## config.mk

```make
export PLATFORM = sky130hd
export DESIGN_NAME = rally_controller
export DESIGN_NICKNAME = d
export VERILOG_FILES = /design/src/rtl/pika_game_pkg.sv /design/src/rtl/rally_controller_frame_timer.sv /design/src/rtl/rally_controller.sv
export SDC_FILE = /design/constraint.sdc
export NUM_CORES = 1
export LEC_CHECK = 0
export ABC_AREA = 1
export CAP_MARGIN = 40
export CORE_MARGIN = 2
export CORE_UTILIZATION = 60
export DETAILED_ROUTE_END_ITERATION = 10
export DONT_BUFFER_PORTS = 1
export GPL_TIMING_DRIVEN = 1
export PLACE_DENSITY = 0.76
export RECOVER_POWER = 100
export SLEW_MARGIN = 20
export SYNTH_ARGS = -nofsm -noshare
export SYNTH_HDL_FRONTEND = slang
export SYNTH_SLANG_ARGS = --single-unit
```

## constraint.sdc

```tcl
create_clock -name clk -period 1.9 [get_ports clk]
set_input_delay 0.38 -clock clk [delete_from_list [all_inputs] [get_ports clk]]
set_output_delay 0.38 -clock clk [all_outputs]
set_load 0.02 [all_outputs]
```

## src/rtl/pika_game_pkg.sv

```systemverilog
// Constants shared by the volleyball game blocks: Game_state encodings,
// video buffer geometry, net geometry and ball sprite size.
package pika_game_pkg;

  localparam logic [1:0] GS_START = 2'd0;
  localparam logic [1:0] GS_WAIT  = 2'd1;
  localparam logic [1:0] GS_PLAY  = 2'd2;
  localparam logic [1:0] GS_END   = 2'd3;

  localparam int VBUF_W    = 320;
  localparam int VBUF_H    = 240;
  localparam int NET_POS_X = 160;
  localparam int NET_W     = 6;
  localparam int BALL_W    = 30;
  localparam int BALL_H    = 30;

endpackage

```

## src/rtl/rally_controller_frame_timer.sv

```systemverilog
// Counts frame_tick pulses while enabled; done flags the tick that reaches
// count_max, at which point the count wraps back to zero.
module frame_timer #(
  parameter int CNT_W = 8
) (
  input  logic             clk,
  input  logic             reset_n,
  input  logic             clr,
  input  logic             en,
  input  logic             tick,
  input  logic [CNT_W-1:0] count_max,
  output logic             done
);

  logic [CNT_W-1:0] cnt_q, cnt_d;

  always_comb begin
    done  = en && tick && (cnt_q == count_max - 1'b1);
    cnt_d = cnt_q;
    if (clr) begin
      cnt_d = '0;
    end else if (en && tick) begin
      cnt_d = done ? '0 : cnt_q + 1'b1;
    end
  end

  always_ff @(posedge clk or negedge reset_n) begin
    if (!reset_n) begin
      cnt_q <= '0;
    end else begin
      cnt_q <= cnt_d;
    end
  end

endmodule

```

## src/rtl/rally_controller.sv

```systemverilog
// Match sequencer: serve/play/point pacing, landing detection, scoring and
// match end. All outputs are registered from the next-state logic.
module rally_controller
  import pika_game_pkg::*;
#(
  parameter int FLOOR_Y      = 220,
  parameter int NET_CENTER_X = 163,
  parameter int SERVE_TICKS  = 60,
  parameter int POINT_TICKS  = 90,
  parameter int WIN_SCORE    = 5
) (
  input  logic        clk,
  input  logic        reset_n,
  input  logic        start_btn,
  input  logic        frame_tick,
  input  logic [11:0] Ball_X,
  input  logic [11:0] Ball_Y,
  output logic [1:0]  Game_state,
  output logic        who_win,
  output logic [3:0]  player_score,
  output logic [3:0]  npc_score,
  output logic        point_pulse
);

  typedef enum logic [2:0] {ST_IDLE, ST_SERVE, ST_PLAY, ST_POINT, ST_END} state_e;

  state_e      state_q, state_d;
  logic [1:0]  game_state_q, game_state_d;
  logic        who_win_q, who_win_d;
  logic [3:0]  player_score_q, player_score_d;
  logic [3:0]  npc_score_q, npc_score_d;
  logic        point_pulse_q, point_pulse_d;
  logic        first_play_q, first_play_d;
  logic        btn_q;

  logic        btn_rise;
  logic        timer_clr, timer_en, timer_done;
  logic [7:0]  timer_max;
  logic [12:0] ball_bottom, ball_cx;
  logic        landing, npc_court;
  logic [3:0]  score_inc;

  function automatic logic [1:0] gs_of(state_e s);
    case (s)
      ST_SERVE, ST_POINT: gs_of = GS_WAIT;
      ST_PLAY:            gs_of = GS_PLAY;
      ST_END:             gs_of = GS_END;
      default:            gs_of = GS_START;
    endcase
  endfunction

  frame_timer #(.CNT_W(8)) u_timer (
    .clk       (clk),
    .reset_n   (reset_n),
    .clr       (timer_clr),
    .en        (timer_en),
    .tick      (frame_tick),
    .count_max (timer_max),
    .done      (timer_done)
  );

  // 13-bit sums so a ball near the 12-bit limit cannot wrap past the floor or net.
  always_comb begin
    ball_bottom = {1'b0, Ball_Y} + 13'(BALL_H);
    ball_cx     = {1'b0, Ball_X} + 13'(BALL_W / 2);
    landing     = ball_bottom >= 13'(FLOOR_Y);
    npc_court   = ball_cx < 13'(NET_CENTER_X);
    btn_rise    = start_btn && !btn_q;
    timer_en    = (state_q == ST_SERVE) || (state_q == ST_POINT);
    timer_max   = (state_q == ST_SERVE) ? 8'(SERVE_TICKS) : 8'(POINT_TICKS);
  end

  always_comb begin
    state_d        = state_q;
    who_win_d      = who_win_q;
    player_score_d = player_score_q;
    npc_score_d    = npc_score_q;
    point_pulse_d  = 1'b0;
    first_play_d   = 1'b0;
    timer_clr      = 1'b0;
    score_inc      = '0;
    case (state_q)
      ST_IDLE: begin
        if (btn_rise) begin
          state_d   = ST_SERVE;
          timer_clr = 1'b1;
        end
      end
      ST_SERVE: begin
        if (timer_done) begin
          state_d      = ST_PLAY;
          timer_clr    = 1'b1;
          first_play_d = 1'b1;
        end
      end
      ST_PLAY: begin
        // The ball block still shows the serve position on the first PLAY cycle.
        if (!first_play_q && landing) begin
          point_pulse_d = 1'b1;
          timer_clr     = 1'b1;
          if (npc_court) begin
            score_inc      = player_score_q + 4'd1;
            player_score_d = score_inc;
            who_win_d      = 1'b0;
          end else begin
            score_inc   = npc_score_q + 4'd1;
            npc_score_d = score_inc;
            who_win_d   = 1'b1;
          end
          state_d = (score_inc == 4'(WIN_SCORE)) ? ST_END : ST_POINT;
        end
      end
      ST_POINT: begin
        if (timer_done) begin
          state_d   = ST_SERVE;
          timer_clr = 1'b1;
        end
      end
      ST_END: begin
        if (btn_rise) begin
          state_d        = ST_SERVE;
          timer_clr      = 1'b1;
          player_score_d = '0;
          npc_score_d    = '0;
          who_win_d      = 1'b0;
        end
      end
      default: begin
        state_d   = ST_IDLE;
        timer_clr = 1'b1;
      end
    endcase
    game_state_d = gs_of(state_d);
  end

  always_ff @(posedge clk or negedge reset_n) begin
    if (!reset_n) begin
      state_q        <= ST_IDLE;
      game_state_q   <= GS_START;
      who_win_q      <= 1'b0;
      player_score_q <= '0;
      npc_score_q    <= '0;
      point_pulse_q  <= 1'b0;
      first_play_q   <= 1'b0;
      btn_q          <= 1'b0;
    end else begin
      state_q        <= state_d;
      game_state_q   <= game_state_d;
      who_win_q      <= who_win_d;
      player_score_q <= player_score_d;
      npc_score_q    <= npc_score_d;
      point_pulse_q  <= point_pulse_d;
      first_play_q   <= first_play_d;
      btn_q          <= start_btn;
    end
  end

  assign Game_state   = game_state_q;
  assign who_win      = who_win_q;
  assign player_score = player_score_q;
  assign npc_score    = npc_score_q;
  assign point_pulse  = point_pulse_q;

endmodule

```

==> results of run 1 <==
## cells in the final DEF (no fill, tap or decap), types with 4 or more instances in the layout
cell type / instances
xnor2_1: 6
nor2_1: 33
nand3_1: 21
nand4_1: 10
nand2_1: 65
ha_1: 5
dfrtp_1: 25
a21oi_1: 8
xor2_1: 5
nand2_2: 5
inv_1: 38
buf_4: 7
nor3_1: 4
## power breakdown
part / total [uW] / internal [uW] / switching, uW
registers: 649 / 590 / 59.2
logic: 273 / 117 / 156
clock network: 240 / 78.9 / 161
## registers in the layout, summed over array words and instances, names as in the netlist
| signal | flops |
|---|---|
| u_timer.cnt_q | 8 |
| first_play_q | 1 |
| state_q | 3 |
| player_score | 4 |
| who_win | 1 |
| btn_q | 1 |
| point_pulse | 1 |
| Game_state | 2 |
| npc_score | 4 |
## final cells by class
class                           count  area (um2)
Clock buffer                        3        22.5
Clock inverter                      1        5.00
Fill cell                         247         872
Inverter                           41         154
Multi-Input combinational cell    188        1010
Sequential cell                    25         626
Tap cell                           31        38.8
Timing Repair Buffer               10        78.8
## repair_timing
item,4_1_cts,5_1_grt
resized for setup,0,3
hold endpoints to repair,25,0
hold buffers,2,0
endpoints found under the setup margin,0,3
## stage by stage
step	utilization [%]	setup slack (ps)	setup TNS, ps	hold slack, ps
2_1_floorplan	-	158	0	84.4
3_3_place_gp	67.2	36.1	0	85.1
3_5_place_dp	67.2	-4.68	-4.68	85.1
4_1_cts	69.3	92.7	0	65.4
5_1_grt	68.9	15.3	0	55.0
6_report	68.9	180	0	76.0
## cells by family after synthesis
logic type,count (synthesis)
xor gates and xnor gates,11
buffers and inverters,43
and+or+nand+nor,156
adders and majority gates,5
DFF,25
AOI/OAI and AO/OA,16
## layer usage
layer	vias up	track usage (%)	share of wire (%)
met5	-	0	0
met2	26	38.6	49
met4	0	6.17	1.0
met1	717	25.1	46
li1	832	-	-
met3	4	5.05	3.9
## final timing paths
path                                      startpoint                            to  slack [ps]
worst max register to register  state_q[2]$_DFF_PN0_       Game_state[0]$_DFF_PN0_         180
worst min-delay path                       start_btn               btn_q$_DFF_PN0_          80
min in group asynchronous                    reset_n  u_timer.cnt_q[0]$_DFFE_PN0P_         880
worst min register to register  state_q[1]$_DFF_PN0_        first_play_q$_DFF_PN0_         540
worst max-delay path            state_q[2]$_DFF_PN0_       Game_state[0]$_DFF_PN0_         180
max in group asynchronous                    reset_n       Game_state[1]$_DFF_PN0_         350
==> impl_metrics.csv, run 1 <==
group,metric,value,unit
power,p_leak,0.00106,uW
synth,synth-simple-area-share,42.2,%
critical_path,cp.arrival,1940,ps
route,drc,3,
critical_path,worst-r2r-cell-count,10,
floorplan,io_pins,40,
clock_network,root_buffer,"clkbuf_4",
synth,ys_ff_latch,25,
synth,synth_top_flop_cell,"dfrtp_1",
grt,grt_pass1_wl,5.75,mm
floorplan,fp.coreArea,2810,um2
floorplan,dieArea,3470,um2
synth,synthArstFlopShare,100,%
critical_path,endpoint_kind,"flip-flop",
critical_path,critPathMaxFanout,9,
critical_path,slowest_delay,450,ps
clock_network,htree_levels,1,
final_layout,antenna_cells,0,
final_layout,drive_gt1_share,12.7,%
power,power_density,601,nW/um2
clock_network,clk_path_buf_depth,2,
critical_path,critPathLaunchType,"flip-flop",
synth,synth_seq_area_share,34.6,%
critical_path,critPathRequiredTime,2120,ps
clock_network,cts_buffers,3,
clock_network,cts_tree,"built",
placed_design,place_area,1890,um2
sta,setup_viol,0,
critical_path,cp_common_cell,"nand2_1",
route,routed_wl,3.35,mm
grt,antenna_found_initial,0,
power,vdd_drop_max,0.427,mV
outcome,status,"finished with violations",
critical_path,critPathBufInv,1,
worst_hold_path,hp-class,"in -> reg",
synth,synth_top_family_by_area,"simple AND/OR/NAND/NOR gates",
floorplan,die_h,58.9,um
sta,final-hold-violation-count,0,
grt,grt_util_all_layers,21.4,%
sta,rsz0062_at_grt,"false",
sta,fin_crit_sh,90.5,%
grt,grt_max_degree,26,
final_layout,area_growth,6.85,%
route,drtAntennaViolNets,0,
power,total_power,1160,uW
route,drtIter0Drc,87,
synth,yosysTopAreaCell,"dfrtp_1",
synth,synth.distinct_cells,28,
synth,yosys-mux-area-fraction,0,%
synth,synth_xor_area_share,5.33,%
grt,grt_pass1_vias,1450,
placed_design,dp.cells,293,
route,viasPerCell,5.28,
synth,synth_most_common_cell,"nand2_1",
synth,synthAdderAreaFrac,3.46,%
clock_network,numClockSinks,25,
critical_path,cp_slowest_cell,"dfrtp_1",
synth,syn_avg_cell_area,7.07,um2
critical_path,crit_chain,"inv_2 -> nand2_4 -> nor2_4 -> nand2_2 -> nor2_2 -> nand3_4 -> nand2_1 -> nand3_1 -> a21oi_2 -> nand2_1",
placed_design,io_buffers,0,
worst_hold_path,whs_path_depth,0,
sta,min_period,1720,ps
run,maxCapViolations,0,
synth,ys_warn_count,0,
clock_network,clk_latency,320,ps
final_layout,final_area,1930,um2
synth,synth_compound_area_share,4.70,%
floorplan,die_x,58.9,um
sta,skew,9.88,ps
sta,slew_viol_final,0,
outcome,violations,"DRC",
clock_network,postCtsSetupRepairBufs,0,
route,via_count,1579,
synth,synthesis.area,1810,um2
synth,syn_inst,256,
clock_network,clk_pin_slew,140,ps
critical_path,path_delay_family,"simple AND/OR/NAND/NOR gates",
grt,gr-total-overflow,0,
synth,synth_top_cells_by_count,"nand2_1 (65), inv_1 (37), nor2_1 (33)",
sta,slew_headroom,26.6,%
placed_design,gp_congestion,0.788,
synth,ys_top_cells_by_area,"dfrtp_1 (35%), nand2_1 (13%), inv_1 (7.7%)",
placed_design,post-dp-hpwl,2.53,mm
route,routedWlPerCell,11.2,um
floorplan,initial_utilization,64.5,%
sta,fmax,582,MHz
critical_path,crit_cells,10,
synth,synth_edf_count,0,
route,drtPass1Iterations,7,
final_layout,stdcell_count,299,
synth,synth_top_area_share,34.6,%
critical_path,critPathKind,"reg -> reg",
floorplan,rows,19,
sta,worstMarginPinSlew,1100,ps
synth,synth_nets,289,
final_layout,layout.nets,302,
Note: power is estimated with default switching activity, not from simulation.
==> run 2: changes to the inputs <==
- CORE_UTILIZATION: 60 -> 51
- DONT_BUFFER_PORTS: 1 -> unset
- PLACE_DENSITY: 0.76 -> 0.81
==> run 2 against run 1 <==
The run now ends clean. Sequential share of layout area shrank 7.4 points. Core utilization up 5.6 points. Sequential power is 1% lower. Via count is 14% higher. Count of clock-buffer cells in the layout unchanged. Cell count up 21%. First-iteration DRC count increased by 28%. Global-route usage up 0.45 points. Die area up 16%. Highest routed layer unchanged.
==> impl_metrics.csv, run 2 (synthesized netlist as in run 1, its figures left out) <==
group,metric,value,unit
outcome,status,"completed",
grt,grt_pass1_wl,7.23,mm
route,routed_wl,4.15,mm
grt,grt_max_degree,26,
final_layout,fillers,273,
sta,slew_viol_final,0,
sta,fmax,550,MHz
critical_path,slowest_delay,550,ps
critical_path,cp.arrival,2040,ps
power,power_density,501,nW/um2
clock_network,clk_path_buf_depth,2,
placed_design,place_area,2350,um2
route,drtAntennaViolNets,0,
clock_network,root_buffer,"clkbuf_4",
floorplan,rows,21,
critical_path,critPathRequiredTime,2120,ps
floorplan,io_pins,40,
sta,fin_crit_sh,95.8,%
sta,slew_headroom,59.3,%
final_layout,area_growth,38.5,%
final_layout,largest_register,"u_timer.cnt_q",
grt,antenna_found_initial,0,
floorplan,dieArea,4040,um2
floorplan,fp.coreArea,3360,um2
final_layout,layout.nets,350,
sta,min_period,1820,ps
final_layout,multi_input_comb_area,1110,um2
placed_design,gp_congestion,0.809,
floorplan,die_x,63.6,um
final_layout,antenna_cells,0,
route,viasPerCell,4.98,
floorplan,die_h,63.6,um
floorplan,initial_utilization,53.8,%
clock_network,cts_tree,"built",
worst_hold_path,hp-class,"reg -> reg",
placed_design,pre_cts_ws,-473,ps
final_layout,drive_gt1_share,22.5,%
route,drtIter0Drc,111,
clock_network,htree_levels,1,
run,maxCapViolations,0,
placed_design,io_buffers,38,
final_layout,seq_area,627,um2
clock_network,numClockSinks,25,
grt,gr-total-overflow,0,
critical_path,critPathMaxFanout,5,
sta,worst_slack,80.5,ps
final_layout,mostFrequentLayoutCell,"nand2_1",
route,drtPass1Iterations,4,
clock_network,clk_pin_slew,130,ps
sta,setup_viol,0,
final_layout,final_cell_mix,"nand2_1 (60), inv_1 (34), nor2_1 (28), dfrtp_1 (24), clkdlybuf4s50_1 (22)",
critical_path,critPathKind,"in -> reg",
final_layout,final_area,2510,um2
final_layout,largest_reg_flops,8,
clock_network,clk_latency,330,ps
grt,grt_util_all_layers,21.9,%
clock_network,cts_hold_buf,0,
route,routedWlPerCell,11.5,um
critical_path,crit_chain,"clkdlybuf4s50_1 -> nor2_4 -> nand2_4 -> nand2_1 -> a21oi_2 -> nand2_1 -> nor2_2 -> nand2_2 -> nand2_4 -> nand2_4 -> buf_6 -> nand4_1 -> nand2_1",
placed_design,post-dp-hpwl,3.00,mm
clock_network,cts_buffers,3,
power,vdd_drop_max,0.474,mV
critical_path,cp_slowest_cell,"clkdlybuf4s50_1",
route,drc,0,
sta,skew,16.5,ps
power,p_leak,0.00132,uW
grt,grt_pass1_vias,1719,
route,via_count,1803,
sta,final-hold-violation-count,0,
critical_path,endpoint_kind,"flip-flop",
sta,worstMarginPinSlew,610,ps
critical_path,critPathLaunchType,"primary input",
## run 2: area by class of cell
cell class              count  share of cell area, %
multi-input cells         189                   44.2
flip-flops and latches     25                   25.0
repair buffers             57                   21.1
inverters                  41                   6.14
well taps                  46                   2.30
clock buffers               3                  0.899
clock inverters             1                  0.300
## run 2: worst max-delay path: cells and delay by family
kind                   cells  cell delay [ps]
AO/OA/AOI/OAI              1              130
AND/OR/NAND/NOR           10              830
buffers and inverters      2              700
## run 2: final timing paths
kind | endpoint | slack [ps] | startpoint | cells past startpoint
worst max register to register | Game_state[1]$_DFF_PN0_ | 190 | state_q[2]$_DFF_PN0_ | 12
worst min-delay path | who_win$_DFFE_PN0P_ | 520 | who_win$_DFFE_PN0P_ | 2
worst min register to register | who_win$_DFFE_PN0P_ | 520 | who_win$_DFFE_PN0P_ | 2
worst max-delay path | npc_score[1]$_DFFE_PN0P_ | 80 | Ball_Y[4] | 13
min in group asynchronous | first_play_q$_DFF_PN0_ | 560 | reset_n | 2
max in group asynchronous | state_q[0]$_DFF_PN0_ | 900 | reset_n | 2
## run 2: timing repair
item / CTS / global route
resized for setup: 9 / 25
endpoints found under the setup margin: 12 / 22
setup buffers: 0 / 2
pin swaps: 5 / 11
gates cloned: 1 / 0
## run 2: per-layer routing
layer | share of wire (%) | global-route usage, % | wire [um] | vias up
li1 | - | - | - | 927
met1 | 41 | 26.5 | 1720 | 833
met2 | 54 | 40.3 | 2220 | 37
met3 | 4.0 | 3.93 | 166 | 6
met4 | 0.96 | 4.35 | 40 | 0
met5 | 0 | 0 | 0 | -
## run 2: where the power goes
group	internal, uW	total [uW]	switching, uW
Sequential	590	642	51.7
Clock	80.5	246	166
Combinational	177	368	191
Total	847	1260	408
## run 2: through the flow
stage,util [%],setup TNS [ps],instances,hold WS (ps),total power (uW)
finish,74.5,0,362,517,1260
global route,74.5,-130,362,544,1360
CTS,71.7,0,360,398,1250
detailed placement,69.9,-8100,355,494,1000
global placement,69.9,-7220,355,487,990
floorplan,-,0,256,84.4,867
==> run 3: changes to the inputs <==
- SLEW_MARGIN: 20 -> 30
==> results of run 3 <==
No change in the layout: final DEF, timing and power equal those of run 2.
